===== config.mk =====
export PLATFORM = sky130hd
export DESIGN_NAME = axi_memtest_master_flat
export DESIGN_NICKNAME = d
export VERILOG_FILES = /design/src/rtl/axi_memtest_pkg.sv /design/src/rtl/axi_memtest_master_if.sv /design/src/rtl/axi_memtest_master.sv /design/src/flat_wrapper.sv
export SDC_FILE = /design/constraint.sdc
export NUM_CORES = 1
export LEC_CHECK = 0
export CELL_PAD_IN_SITES_DETAIL_PLACEMENT = 2
export CELL_PAD_IN_SITES_GLOBAL_PLACEMENT = 2
export CORE_ASPECT_RATIO = 0.6
export CORE_MARGIN = 4
export CORE_UTILIZATION = 28
export CTS_CLUSTER_SIZE = 24
export DETAILED_ROUTE_END_ITERATION = 12
export GPL_ROUTABILITY_DRIVEN = 1
export GPL_TIMING_DRIVEN = 0
export PLACE_DENSITY = 0.89
export SLEW_MARGIN = 20
export SYNTH_ARGS = -nofsm -noshare
export SYNTH_HDL_FRONTEND = slang
export SYNTH_SLANG_ARGS = --single-unit

===== constraint.sdc =====
create_clock -name clk -period 4.9 [get_ports clk]
set_input_delay 0.735 -clock clk [delete_from_list [all_inputs] [get_ports clk]]
set_output_delay 0.735 -clock clk [all_outputs]
set_load 0.02 [all_outputs]

===== src/rtl/axi_memtest_pkg.sv =====
// Shared types, AXI encodings and the address-derived test pattern for the
// AXI memory-test initiator.
package axi_memtest_pkg;

    typedef enum logic [2:0] {
        ST_IDLE    = 3'd0,
        ST_WR_ADDR = 3'd1,
        ST_WR_DATA = 3'd2,
        ST_WR_RESP = 3'd3,
        ST_RD_ADDR = 3'd4,
        ST_RD_DATA = 3'd5,
        ST_DONE    = 3'd6
    } state_e;

    localparam logic [1:0] AXI_BURST_INCR = 2'b01;
    localparam logic [1:0] AXI_RESP_OKAY  = 2'b00;
    localparam logic [2:0] AXI_SIZE_8B    = 3'd3;

    // Data stored at byte address addr: inverted address in the upper word.
    function automatic logic [63:0] pattern(input logic [31:0] addr);
        return {~addr, addr};
    endfunction

endpackage


===== src/rtl/axi_memtest_master_if.sv =====
// AXI4 channel bundle between the memory-test initiator and a RAM/crossbar
// slave port; signal prefixes follow the initiator's point of view.
interface axi_memtest_master_if #(
    parameter int ID_WIDTH = 6
) ();
    logic [ID_WIDTH-1:0] o_awid;
    logic [31:0]         o_awaddr;
    logic [7:0]          o_awlen;
    logic [2:0]          o_awsize;
    logic [1:0]          o_awburst;
    logic                o_awvalid;
    logic                i_awready;

    logic [63:0]         o_wdata;
    logic [7:0]          o_wstrb;
    logic                o_wlast;
    logic                o_wvalid;
    logic                i_wready;

    logic [ID_WIDTH-1:0] i_bid;
    logic [1:0]          i_bresp;
    logic                i_bvalid;
    logic                o_bready;

    logic [ID_WIDTH-1:0] o_arid;
    logic [31:0]         o_araddr;
    logic [7:0]          o_arlen;
    logic [2:0]          o_arsize;
    logic [1:0]          o_arburst;
    logic                o_arvalid;
    logic                i_arready;

    logic [ID_WIDTH-1:0] i_rid;
    logic [63:0]         i_rdata;
    logic [1:0]          i_rresp;
    logic                i_rlast;
    logic                i_rvalid;
    logic                o_rready;

    modport master (
        output o_awid, o_awaddr, o_awlen, o_awsize, o_awburst, o_awvalid,
        input  i_awready,
        output o_wdata, o_wstrb, o_wlast, o_wvalid,
        input  i_wready,
        input  i_bid, i_bresp, i_bvalid,
        output o_bready,
        output o_arid, o_araddr, o_arlen, o_arsize, o_arburst, o_arvalid,
        input  i_arready,
        input  i_rid, i_rdata, i_rresp, i_rlast, i_rvalid,
        output o_rready
    );

    modport slave (
        input  o_awid, o_awaddr, o_awlen, o_awsize, o_awburst, o_awvalid,
        output i_awready,
        input  o_wdata, o_wstrb, o_wlast, o_wvalid,
        output i_wready,
        output i_bid, i_bresp, i_bvalid,
        input  o_bready,
        input  o_arid, o_araddr, o_arlen, o_arsize, o_arburst, o_arvalid,
        output i_arready,
        output i_rid, i_rdata, i_rresp, i_rlast, i_rvalid,
        input  o_rready
    );
endinterface


===== src/rtl/axi_memtest_master.sv =====
// AXI4 self-test initiator: writes an address-derived pattern over a region in
// INCR bursts, reads it back, and reports error count and first failing address.
module axi_memtest_master
    import axi_memtest_pkg::*;
#(
    parameter int ID_WIDTH  = 6,
    parameter int BURST_LEN = 8,
    parameter int AXI_ID    = 0
) (
    input  logic        clk,
    input  logic        rst,
    input  logic        i_start,
    input  logic [31:0] i_base,
    input  logic [15:0] i_nbursts,
    output logic        o_busy,
    output logic        o_done,
    output logic [15:0] o_err_count,
    output logic [31:0] o_first_err_addr,
    axi_memtest_master_if.master axi
);

    localparam int                  ALIGN_BITS  = $clog2(BURST_LEN * 8);
    localparam logic [31:0]         ALIGN_MASK  = ~((32'd1 << ALIGN_BITS) - 32'd1);
    localparam logic [31:0]         BEAT_BYTES  = 32'd8;
    localparam logic [7:0]          LAST_BEAT   = 8'(BURST_LEN - 1);
    localparam logic [ID_WIDTH-1:0] ID_VAL      = ID_WIDTH'(AXI_ID);

    state_e      state_q, state_d;
    logic [31:0] base_q, base_d;
    logic [15:0] nb_q, nb_d;
    logic [15:0] burst_cnt_q, burst_cnt_d;
    logic [7:0]  beat_q, beat_d;
    logic [31:0] burst_addr_q, burst_addr_d;
    logic [31:0] beat_addr_q, beat_addr_d;
    logic        busy_q, busy_d;
    logic        done_q, done_d;
    logic [15:0] err_cnt_q, err_cnt_d;
    logic [31:0] first_err_q, first_err_d;
    logic        awvalid_q, awvalid_d;
    logic        wvalid_q, wvalid_d;
    logic        wlast_q, wlast_d;
    logic        bready_q, bready_d;
    logic        arvalid_q, arvalid_d;
    logic        rready_q, rready_d;

    logic        start_accept_s;
    logic        err_hit_s;
    logic [31:0] err_addr_s;
    logic        last_burst_s;
    logic        rd_bad_s;

    assign last_burst_s = (burst_cnt_q == (nb_q - 16'd1));
    assign rd_bad_s     = (axi.i_rdata != pattern(beat_addr_q))
                       || (axi.i_rresp != AXI_RESP_OKAY)
                       || (axi.i_rlast != (beat_q == LAST_BEAT));

    // Next-state, burst/beat sequencing and error detection.
    always_comb begin
        state_d        = state_q;
        base_d         = base_q;
        nb_d           = nb_q;
        burst_cnt_d    = burst_cnt_q;
        beat_d         = beat_q;
        burst_addr_d   = burst_addr_q;
        beat_addr_d    = beat_addr_q;
        busy_d         = busy_q;
        done_d         = 1'b0;
        start_accept_s = 1'b0;
        err_hit_s      = 1'b0;
        err_addr_s     = 32'd0;

        case (state_q)
            ST_IDLE: begin
                if (i_start) begin
                    start_accept_s = 1'b1;
                    base_d         = i_base & ALIGN_MASK;
                    burst_addr_d   = i_base & ALIGN_MASK;
                    beat_addr_d    = i_base & ALIGN_MASK;
                    nb_d           = i_nbursts;
                    burst_cnt_d    = 16'd0;
                    beat_d         = 8'd0;
                    busy_d         = 1'b1;
                    state_d        = (i_nbursts == 16'd0) ? ST_DONE : ST_WR_ADDR;
                end else begin
                    state_d = ST_IDLE;
                end
            end
            ST_WR_ADDR: begin
                if (axi.i_awready) begin
                    state_d = ST_WR_DATA;
                end else begin
                    state_d = ST_WR_ADDR;
                end
            end
            ST_WR_DATA: begin
                if (axi.i_wready) begin
                    beat_addr_d = beat_addr_q + BEAT_BYTES;
                    if (beat_q == LAST_BEAT) begin
                        beat_d  = 8'd0;
                        state_d = ST_WR_RESP;
                    end else begin
                        beat_d  = beat_q + 8'd1;
                    end
                end else begin
                    state_d = ST_WR_DATA;
                end
            end
            ST_WR_RESP: begin
                if (axi.i_bvalid) begin
                    err_hit_s  = (axi.i_bresp != AXI_RESP_OKAY) || (axi.i_bid != ID_VAL);
                    err_addr_s = burst_addr_q;
                    if (last_burst_s) begin
                        burst_cnt_d  = 16'd0;
                        burst_addr_d = base_q;
                        beat_addr_d  = base_q;
                        state_d      = ST_RD_ADDR;
                    end else begin
                        burst_cnt_d  = burst_cnt_q + 16'd1;
                        burst_addr_d = beat_addr_q;
                        state_d      = ST_WR_ADDR;
                    end
                end else begin
                    state_d = ST_WR_RESP;
                end
            end
            ST_RD_ADDR: begin
                if (axi.i_arready) begin
                    state_d = ST_RD_DATA;
                end else begin
                    state_d = ST_RD_ADDR;
                end
            end
            ST_RD_DATA: begin
                if (axi.i_rvalid) begin
                    err_hit_s   = rd_bad_s;
                    err_addr_s  = beat_addr_q;
                    beat_addr_d = beat_addr_q + BEAT_BYTES;
                    if (beat_q == LAST_BEAT) begin
                        beat_d = 8'd0;
                        if (last_burst_s) begin
                            state_d = ST_DONE;
                        end else begin
                            burst_cnt_d  = burst_cnt_q + 16'd1;
                            burst_addr_d = beat_addr_q + BEAT_BYTES;
                            state_d      = ST_RD_ADDR;
                        end
                    end else begin
                        beat_d = beat_q + 8'd1;
                    end
                end else begin
                    state_d = ST_RD_DATA;
                end
            end
            ST_DONE: begin
                busy_d  = 1'b0;
                done_d  = 1'b1;
                state_d = ST_IDLE;
            end
            default: begin
                state_d = ST_IDLE;
            end
        endcase

        // Channel controls are registered from the upcoming state.
        awvalid_d = (state_d == ST_WR_ADDR);
        wvalid_d  = (state_d == ST_WR_DATA);
        wlast_d   = (state_d == ST_WR_DATA) && (beat_d == LAST_BEAT);
        bready_d  = (state_d == ST_WR_RESP);
        arvalid_d = (state_d == ST_RD_ADDR);
        rready_d  = (state_d == ST_RD_DATA);
    end

    // Error result update: cleared on accepted start, saturating count otherwise.
    always_comb begin
        err_cnt_d   = err_cnt_q;
        first_err_d = first_err_q;
        if (start_accept_s) begin
            err_cnt_d   = 16'd0;
            first_err_d = 32'd0;
        end else if (err_hit_s) begin
            if (err_cnt_q == 16'd0) begin
                first_err_d = err_addr_s;
            end else begin
                first_err_d = first_err_q;
            end
            if (err_cnt_q != 16'hFFFF) begin
                err_cnt_d = err_cnt_q + 16'd1;
            end else begin
                err_cnt_d = err_cnt_q;
            end
        end else begin
            err_cnt_d   = err_cnt_q;
            first_err_d = first_err_q;
        end
    end

    // State and output registers with synchronous reset.
    always_ff @(posedge clk) begin
        if (rst) begin
            state_q      <= ST_IDLE;
            base_q       <= 32'd0;
            nb_q         <= 16'd0;
            burst_cnt_q  <= 16'd0;
            beat_q       <= 8'd0;
            burst_addr_q <= 32'd0;
            beat_addr_q  <= 32'd0;
            busy_q       <= 1'b0;
            done_q       <= 1'b0;
            err_cnt_q    <= 16'd0;
            first_err_q  <= 32'd0;
            awvalid_q    <= 1'b0;
            wvalid_q     <= 1'b0;
            wlast_q      <= 1'b0;
            bready_q     <= 1'b0;
            arvalid_q    <= 1'b0;
            rready_q     <= 1'b0;
        end else begin
            state_q      <= state_d;
            base_q       <= base_d;
            nb_q         <= nb_d;
            burst_cnt_q  <= burst_cnt_d;
            beat_q       <= beat_d;
            burst_addr_q <= burst_addr_d;
            beat_addr_q  <= beat_addr_d;
            busy_q       <= busy_d;
            done_q       <= done_d;
            err_cnt_q    <= err_cnt_d;
            first_err_q  <= first_err_d;
            awvalid_q    <= awvalid_d;
            wvalid_q     <= wvalid_d;
            wlast_q      <= wlast_d;
            bready_q     <= bready_d;
            arvalid_q    <= arvalid_d;
            rready_q     <= rready_d;
        end
    end

    assign o_busy           = busy_q;
    assign o_done           = done_q;
    assign o_err_count      = err_cnt_q;
    assign o_first_err_addr = first_err_q;

    assign axi.o_awid    = ID_VAL;
    assign axi.o_awaddr  = burst_addr_q;
    assign axi.o_awlen   = LAST_BEAT;
    assign axi.o_awsize  = AXI_SIZE_8B;
    assign axi.o_awburst = AXI_BURST_INCR;
    assign axi.o_awvalid = awvalid_q;

    assign axi.o_wdata   = pattern(beat_addr_q);
    assign axi.o_wstrb   = 8'hFF;
    assign axi.o_wlast   = wlast_q;
    assign axi.o_wvalid  = wvalid_q;

    assign axi.o_bready  = bready_q;

    assign axi.o_arid    = ID_VAL;
    assign axi.o_araddr  = burst_addr_q;
    assign axi.o_arlen   = LAST_BEAT;
    assign axi.o_arsize  = AXI_SIZE_8B;
    assign axi.o_arburst = AXI_BURST_INCR;
    assign axi.o_arvalid = arvalid_q;

    assign axi.o_rready  = rready_q;

endmodule


===== src/flat_wrapper.sv =====
// flat-port wrapper written by rule: the top's interface ports become plain ports
module axi_memtest_master_flat import axi_memtest_pkg::*;
#(
    parameter int ID_WIDTH  = 6,
    parameter int BURST_LEN = 8,
    parameter int AXI_ID    = 0
)
  (clk, rst, i_start, i_base, i_nbursts, o_busy, o_done, o_err_count, o_first_err_addr, axi_o_awid, axi_o_awaddr, axi_o_awlen, axi_o_awsize, axi_o_awburst, axi_o_awvalid, axi_i_awready, axi_o_wdata, axi_o_wstrb, axi_o_wlast, axi_o_wvalid, axi_i_wready, axi_i_bid, axi_i_bresp, axi_i_bvalid, axi_o_bready, axi_o_arid, axi_o_araddr, axi_o_arlen, axi_o_arsize, axi_o_arburst, axi_o_arvalid, axi_i_arready, axi_i_rid, axi_i_rdata, axi_i_rresp, axi_i_rlast, axi_i_rvalid, axi_o_rready);
  axi_memtest_master_if #(.ID_WIDTH(ID_WIDTH)) axi_i ();
  input  logic clk;
  input  logic rst;
  input  logic i_start;
  input  logic [31:0] i_base;
  input  logic [15:0] i_nbursts;
  output logic o_busy;
  output logic o_done;
  output logic [15:0] o_err_count;
  output logic [31:0] o_first_err_addr;
  output wire logic [$bits(axi_i.o_awid)-1:0] axi_o_awid;
  output wire logic [$bits(axi_i.o_awaddr)-1:0] axi_o_awaddr;
  output wire logic [$bits(axi_i.o_awlen)-1:0] axi_o_awlen;
  output wire logic [$bits(axi_i.o_awsize)-1:0] axi_o_awsize;
  output wire logic [$bits(axi_i.o_awburst)-1:0] axi_o_awburst;
  output wire logic [$bits(axi_i.o_awvalid)-1:0] axi_o_awvalid;
  input wire logic [$bits(axi_i.i_awready)-1:0] axi_i_awready;
  output wire logic [$bits(axi_i.o_wdata)-1:0] axi_o_wdata;
  output wire logic [$bits(axi_i.o_wstrb)-1:0] axi_o_wstrb;
  output wire logic [$bits(axi_i.o_wlast)-1:0] axi_o_wlast;
  output wire logic [$bits(axi_i.o_wvalid)-1:0] axi_o_wvalid;
  input wire logic [$bits(axi_i.i_wready)-1:0] axi_i_wready;
  input wire logic [$bits(axi_i.i_bid)-1:0] axi_i_bid;
  input wire logic [$bits(axi_i.i_bresp)-1:0] axi_i_bresp;
  input wire logic [$bits(axi_i.i_bvalid)-1:0] axi_i_bvalid;
  output wire logic [$bits(axi_i.o_bready)-1:0] axi_o_bready;
  output wire logic [$bits(axi_i.o_arid)-1:0] axi_o_arid;
  output wire logic [$bits(axi_i.o_araddr)-1:0] axi_o_araddr;
  output wire logic [$bits(axi_i.o_arlen)-1:0] axi_o_arlen;
  output wire logic [$bits(axi_i.o_arsize)-1:0] axi_o_arsize;
  output wire logic [$bits(axi_i.o_arburst)-1:0] axi_o_arburst;
  output wire logic [$bits(axi_i.o_arvalid)-1:0] axi_o_arvalid;
  input wire logic [$bits(axi_i.i_arready)-1:0] axi_i_arready;
  input wire logic [$bits(axi_i.i_rid)-1:0] axi_i_rid;
  input wire logic [$bits(axi_i.i_rdata)-1:0] axi_i_rdata;
  input wire logic [$bits(axi_i.i_rresp)-1:0] axi_i_rresp;
  input wire logic [$bits(axi_i.i_rlast)-1:0] axi_i_rlast;
  input wire logic [$bits(axi_i.i_rvalid)-1:0] axi_i_rvalid;
  output wire logic [$bits(axi_i.o_rready)-1:0] axi_o_rready;
  assign axi_o_awid = axi_i.o_awid;
  assign axi_o_awaddr = axi_i.o_awaddr;
  assign axi_o_awlen = axi_i.o_awlen;
  assign axi_o_awsize = axi_i.o_awsize;
  assign axi_o_awburst = axi_i.o_awburst;
  assign axi_o_awvalid = axi_i.o_awvalid;
  assign axi_i.i_awready = axi_i_awready;
  assign axi_o_wdata = axi_i.o_wdata;
  assign axi_o_wstrb = axi_i.o_wstrb;
  assign axi_o_wlast = axi_i.o_wlast;
  assign axi_o_wvalid = axi_i.o_wvalid;
  assign axi_i.i_wready = axi_i_wready;
  assign axi_i.i_bid = axi_i_bid;
  assign axi_i.i_bresp = axi_i_bresp;
  assign axi_i.i_bvalid = axi_i_bvalid;
  assign axi_o_bready = axi_i.o_bready;
  assign axi_o_arid = axi_i.o_arid;
  assign axi_o_araddr = axi_i.o_araddr;
  assign axi_o_arlen = axi_i.o_arlen;
  assign axi_o_arsize = axi_i.o_arsize;
  assign axi_o_arburst = axi_i.o_arburst;
  assign axi_o_arvalid = axi_i.o_arvalid;
  assign axi_i.i_arready = axi_i_arready;
  assign axi_i.i_rid = axi_i_rid;
  assign axi_i.i_rdata = axi_i_rdata;
  assign axi_i.i_rresp = axi_i_rresp;
  assign axi_i.i_rlast = axi_i_rlast;
  assign axi_i.i_rvalid = axi_i_rvalid;
  assign axi_o_rready = axi_i.o_rready;
  axi_memtest_master #(.ID_WIDTH(ID_WIDTH), .BURST_LEN(BURST_LEN), .AXI_ID(AXI_ID)) u_core (.clk(clk), .rst(rst), .i_start(i_start), .i_base(i_base), .i_nbursts(i_nbursts), .o_busy(o_busy), .o_done(o_done), .o_err_count(o_err_count), .o_first_err_addr(o_first_err_addr), .axi(axi_i));
endmodule

After elaboration in Yosys (flattened, before gate mapping) --
Cells that the tools add are included.
Operators by class: add/subtract/negate cells 5, equality and inequality tests 23, multiplexer cells 45, bitwise gates (word level) 1, reductions and logical operators 20
Operators by type and width (count):
- 2-to-1 mux 32 bit | 10
- case mux 32 bit (4 select lines) | 1
- 2-to-1 mux 16 bit | 6
- case mux 32 bit (3 select lines) | 1
- inequality test 64 bit | 1
- case mux 32 bit (2 select lines) | 1
- case mux 16 bit (3 select lines) | 1
- adder 16 x 1 -> 16 bit (second input constant) | 2
- adder 32 x 4 -> 32 bit (second input constant) | 1
- logical NOT 16 bit | 2
- 2-to-1 mux 8 bit | 4
- inverter 32 bit | 1
- 2-to-1 mux 3 bit | 8
- case mux 8 bit (3 select lines) | 1
- case mux 3 bit (6 select lines) | 1
- == test 16 bit | 1
- == test 8 x 3 -> 1 bit (second input constant) | 2
- inequality test 16 bit (second input constant) | 1
- subtractor 16 x 1 -> 16 bit (second input constant) | 1
- == test 3 bit (second input constant) | 5
- == test 3 x 2 -> 1 bit (second input constant) | 4
- inequality test 2 bit (second input constant) | 5
- adder 8 x 1 -> 8 bit (second input constant) | 1
- AND reduction 2 bit | 4
- other kinds (16) | 29
Storage, ports and cells: flip-flop bits (word level) 189, input port bits 137, word-level logic and storage cells 111

Longest topological paths before layout --
depth in word-level cells 8, mapped depth 12

Worst setup path after synthesis --
OpenSTA, ideal clock, no wires.
path kind register to register, start point register u_core.beat_addr_q[9], end point register u_core.first_err_q[0] (netlist: u_core.o_first_err_addr[0]), data arrival time 2.678 ns, required time 4.814 ns, setup slack 2.136 ns, stages on the path, launching flop included 12, clock period less this slack 2.764 ns, cell sequence dfxtp_1 > buf_4 > inv_1 > a221o_1 > or4_1 > nand4b_1 > nor3_2 > o21bai_2 > and2_0 > clkbuf_1 > buf_2 > a211oi_1
Between the ends: cells in the longest elaborated chain, start to end 7
RTL lines:
- start, declared | RTL line axi_memtest_master.sv:34 | logic [31:0] beat_addr_q, beat_addr_d;
- start signal, assigned | RTL line axi_memtest_master.sv:224 | beat_addr_q <= beat_addr_d;
- inverter 32 bit
- named net axi_o_wdata[41] | RTL line flat_wrapper.sv:26 | output wire logic [$bits(axi_i.o_wdata)-1:0] axi_o_wdata;
- inequality test 64 bit | RTL line axi_memtest_master.sv:53 | assign rd_bad_s = (axi.i_rdata != pattern(beat_addr_q))
- logical OR 1 bit | RTL line axi_memtest_master.sv:54 | || (axi.i_rresp != AXI_RESP_OKAY)
- logical OR 1 bit | RTL line axi_memtest_master.sv:55 | || (axi.i_rlast != (beat_q == LAST_BEAT));
- 2-to-1 mux 1 bit | RTL line axi_memtest_master.sv:134 | if (axi.i_rvalid) begin
- case mux 1 bit (2 select lines) | RTL line axi_memtest_master.sv:72 | case (state_q)
- AND reduction 2 bit (no line)
- end signal, assigned | RTL line axi_memtest_master.sv:228 | first_err_q <= first_err_d;
- end, declared | RTL line axi_memtest_master.sv:38 | logic [31:0] first_err_q, first_err_d;
The timed path passes the listed nets, and every way through them passes these cells. A chain may end at the register's enable or synchronous reset.

Worst setup path in the final report --
start point register u_core.state_q[1], end point register u_core.burst_addr_q[14] (netlist: u_core.axi.o_araddr[14])
Between the ends: cells in the longest elaborated chain, start to end 3, elaborated cells between the ends (all ways) 11, classes of those cells eq/ne: 7; mux: 1; reduce/logical: 3
RTL lines:
- start, declared | RTL line axi_memtest_master.sv:28 | state_e state_q, state_d;
- start signal, assigned | RTL line axi_memtest_master.sv:218 | state_q <= state_d;
- == test 3 bit (tied with other cells) | RTL line axi_memtest_master.sv:72
- inequality test 2 bit (no line) (tied with other cells)
- AND reduction 6 bit (no line)
- end signal, assigned | RTL line axi_memtest_master.sv:223 | burst_addr_q <= burst_addr_d;
- end, declared | RTL line axi_memtest_master.sv:33 | logic [31:0] burst_addr_q, burst_addr_d;
Several ways; a longest one is shown, not always the timed one.

==> out/summary.txt <==
result of the run - finished, final reports clean
data required time at the worst endpoint - 5.21 ns
number of antenna violations at the first check in global routing - 2
routed via count - 13200
Worst-path clk slew - 0.08 ns
Clk Latency, worst-skew pair - 0.47 ns
highest fanout seen on the critical path - 10
placed wire-length estimate after detailed placement - 50800 um
root buffer cell - sky130_fd_sc_hd__clkbuf_16
Hold Slack - 0.466 ns
total die area - 0.0432 mm2
Switching Share - 35.7%
number of global-route vias before repair - 14000
cells after synthesis - 1406
TritonCTS clock tree - done
setup repair after global routing missed its margin - false
worst supply voltage drop on vdd - 0.225 mV
Initial Utilization - 28.5%
number of post-CTS setup repair buffers - 0
number of synthesized flops with an enable pin - 0
Final Skew - 0.0156 ns
count of standard-cell rows - 56
post_cts resized - 0
Seq pwr share - 38.5%
Worst Min Path Start - u_core.base_q[16]
proportion of power drawn by the clock network - 32.8%
Setup CP Type - flop to flop
post-detailed-route wirelength per cell - 28.2 um
Crit path arrival time - 4.39 ns
hold worst-path end - u_core.base_q[16]
grt total ovfl - 0
I/O pin total - 367
min-delay worst type - flop to flop
buffers added on ports - 307
chip width - 266 um
Static Leak - 5.39 nW
part of the cycle the worst path needs - 83.2%
Max-Slew Margin vs Limit - 30.0%
number of nets at the end of the flow - 1919
number of hold buffers added after cts - 0
slack of the worst reg-to-reg path - 0.83 ns
worst r2r path cells - 12
total routing usage reported by global routing - 29.0%
Worst Setup Slack, final - 0.825 ns
Reg-to-Reg Start - u_core.state_q[1]
number of pins with negative max-slew slack in the final report - 0
mean cell area of the mapped netlist - 7.94 um2
number of levels in the clock H-tree - 4
Final Hold Violating Endpoints - 0
number of clock buffers inserted by TritonCTS - 17
Worst-Margin Slew - 1.02 ns
Async SR Flop Fraction - 0%
global-route wire length before repair - 94300 um
Detail Route Antenna Nets - 0
fraction of layout instances using a drive strength above 1 - 9.73%
yosys warns - 0
Setup crit start kind - flop
maximum number of pins on one net before global-route repair - 17
pre-CTS setup slack - 0.780 ns
total DRC errors in the routed layout - 0
worst hold path cell count - 2
Clock Path Buffers - 2
Routability Congestion - 0.950
worst reg2reg path endpoint - u_core.axi.o_araddr[14]
FMAX - 245 MHz
Netlist Area Pre-Place - 0.0112 mm2
initial detailed-routing violation count - 1227
main flop type after synthesis - sky130_fd_sc_hd__dfxtp_1
power per cell area - 294 mW/mm2
Sum Neg Setup Slack - 0 ns
final critical-path required period - 4.07 ns
critical path capture point type - flop
vias per std cell - 5.72
number of max-cap violations - 0
share of the yosys chip area belonging to registers - 33.9%
internal power - 2.96 mW
number of setup violations in the final report - 0
detailed-routing iteration count for the pre-antenna-repair pass - 5
CORE AREA - 0.0392 mm2
flip-flop and latch count after synthesis - 189
switching power - 1.65 mW
Comb pwr share - 28.7%
total routed wirelength - 65200 um
Die Y - 163 um
relative area change from synthesis to final layout - 40.6%
CTS sink count - 189
synth unique cells - 73
-- layer usage --
| layer | global-route usage, % | part of all wire [%] |
|---|---|---|
| met5 | 0 | 0 |
| met1 | 38.9 | 42 |
| met4 | 8.95 | 2.7 |
| met3 | 8.94 | 10 |
| met2 | 45.1 | 45 |
-- per-stage QoR --
stage | total power [mW] | cell area [um2] | instances | util (%)
3_5_place_dp | 3.08 | 15100 | 2279 | 38.5
6_report | 4.61 | 15700 | 2313 | 40.1
3_3_place_gp | 3.03 | 15000 | 2279 | 38.4
5_1_grt | 4.75 | 15700 | 2312 | 40.0
2_1_floorplan | 2.41 | 11300 | 1450 | -
4_1_cts | 4.58 | 15700 | 2311 | 40.0
-- synth_stat cells, types with 10 or more instances --
library cell                  n  area [um2]
sky130_fd_sc_hd__a2111oi_0   16         140
sky130_fd_sc_hd__a211oi_1    43         323
sky130_fd_sc_hd__a211oi_2    17         213
sky130_fd_sc_hd__a21oi_1    112         561
sky130_fd_sc_hd__a221oi_1    57         499
sky130_fd_sc_hd__a22oi_1     39         293
sky130_fd_sc_hd__a31oi_1     28         175
sky130_fd_sc_hd__and3_1      24         150
sky130_fd_sc_hd__buf_2       13        65.1
sky130_fd_sc_hd__buf_4       81         608
sky130_fd_sc_hd__clkbuf_1    81         304
sky130_fd_sc_hd__dfxtp_1    189        3780
sky130_fd_sc_hd__inv_1       48         180
sky130_fd_sc_hd__mux2i_1     15         150
sky130_fd_sc_hd__nand2_1    153         574
sky130_fd_sc_hd__nand2b_1    13        81.3
sky130_fd_sc_hd__nand3_1     32         160
sky130_fd_sc_hd__nand4_1     23         144
sky130_fd_sc_hd__nor2_1     112         420
sky130_fd_sc_hd__nor3_1      36         180
sky130_fd_sc_hd__nor4_1      18         113
sky130_fd_sc_hd__o21ai_0     29         145
sky130_fd_sc_hd__o22ai_1     13        81.3
sky130_fd_sc_hd__or3_1       18         113
sky130_fd_sc_hd__or4_1       10        75.1
sky130_fd_sc_hd__xnor2_1     59         517
sky130_fd_sc_hd__xor2_1      16         140
-- final cells by class --
cell class | instances | area, um2
Fill cell | 4434 | 23500
Multi-Input combinational cell | 1027 | 6310
Clock buffer | 18 | 439
Antenna cell | 2 | 5.00
Buffer | 184 | 1060
Inverter | 50 | 188
Clock inverter | 14 | 170
Tap cell | 522 | 653
Timing Repair Buffer | 307 | 3070
Sequential cell | 189 | 3780
-- placed cells by master (no fill, tap or decap), types with 18 or more instances in the layout --
cell type	Yosys	layout
sky130_fd_sc_hd__dfxtp_1	189	189
sky130_fd_sc_hd__nor2_1	112	112
sky130_fd_sc_hd__xnor2_1	59	59
sky130_fd_sc_hd__or3_1	18	18
sky130_fd_sc_hd__a21oi_1	112	112
sky130_fd_sc_hd__nand4_1	23	23
sky130_fd_sc_hd__buf_4	81	81
sky130_fd_sc_hd__nor4_1	18	18
sky130_fd_sc_hd__a211oi_1	43	43
sky130_fd_sc_hd__nand3_1	32	32
sky130_fd_sc_hd__a31oi_1	28	28
sky130_fd_sc_hd__a22oi_1	39	39
sky130_fd_sc_hd__a221oi_1	57	57
sky130_fd_sc_hd__conb_1	2	46
sky130_fd_sc_hd__inv_1	48	48
sky130_fd_sc_hd__o21ai_0	29	29
sky130_fd_sc_hd__nor3_1	36	36
sky130_fd_sc_hd__nand2_1	153	153
sky130_fd_sc_hd__clkdlybuf4s50_1	0	307
sky130_fd_sc_hd__clkbuf_1	81	81
sky130_fd_sc_hd__and3_1	24	24
-- cell families after synthesis --
group,Yosys count,share of synthesized area (%)
and+or+nand+nor,485,21.7
AOI/OAI and AO/OA,400,25.2
buffers and inverters,234,11.2
DFF,189,33.9
xor gates and xnor gates,75,5.89
muxes,15,1.35
adders and majority gates,6,0.673
other,2,0.0673
-- worst max path at each step --
stage / slack, ns / depth (start not counted) / end / startpoint
2_1_floorplan: 2.14 / 11 / u_core.o_first_err_addr[0] / u_core.beat_addr_q[9]
3_3_place_gp: 0.41 / 10 / u_core.axi.o_araddr[18] / axi_i_rvalid
3_5_place_dp: 0.78 / 11 / u_core.o_first_err_addr[29] / axi_i_rdata[38]
4_1_cts: 0.85 / 12 / u_core.axi.o_araddr[8] / u_core.state_q[1]
5_1_grt: 0.69 / 12 / u_core.axi.o_araddr[14] / u_core.state_q[1]
6_report: 0.83 / 12 / u_core.axi.o_araddr[14] / u_core.state_q[1]
-- flip-flops by register name, summed over array words and instances, names as in the netlist, 3 cells and up --
| register | cells |
|---|---|
| u_core.beat_addr_q | 32 |
| u_core.burst_cnt_q | 16 |
| u_core.state_q | 3 |
| u_core.base_q | 26 |
| u_core.beat_q | 8 |
| u_core.o_err_count | 16 |
| u_core.o_first_err_addr | 32 |
| u_core.nb_q | 16 |
| u_core.axi.o_araddr | 32 |
-- critical path: stages, from the launching register on --
cell,delay [ns]
sky130_fd_sc_hd__dfxtp_1,0.30
sky130_fd_sc_hd__clkbuf_1,0.20
sky130_fd_sc_hd__and3b_1,0.26
sky130_fd_sc_hd__clkbuf_1,0.39
sky130_fd_sc_hd__and2_1,0.20
sky130_fd_sc_hd__clkbuf_1,0.58
sky130_fd_sc_hd__nor2_1,0.09
sky130_fd_sc_hd__a21oi_1,0.33
sky130_fd_sc_hd__nand2_2,0.23
sky130_fd_sc_hd__buf_6,0.21
sky130_fd_sc_hd__buf_6,0.15
sky130_fd_sc_hd__a2111oi_2,0.85
sky130_fd_sc_hd__nor3_1,0.11
-- power by group through the flow --
stage                     logic (mW)  clock network, mW  registers, mW
after global routing            1.39               1.59           1.78
after detailed placement        1.28                  0           1.80
after global placement          1.24                  0           1.79
after CTS                       1.30               1.52           1.76
final                           1.32               1.51           1.77
after floorplan                0.620                  0           1.79
Power figures use the tool's default switching activity.
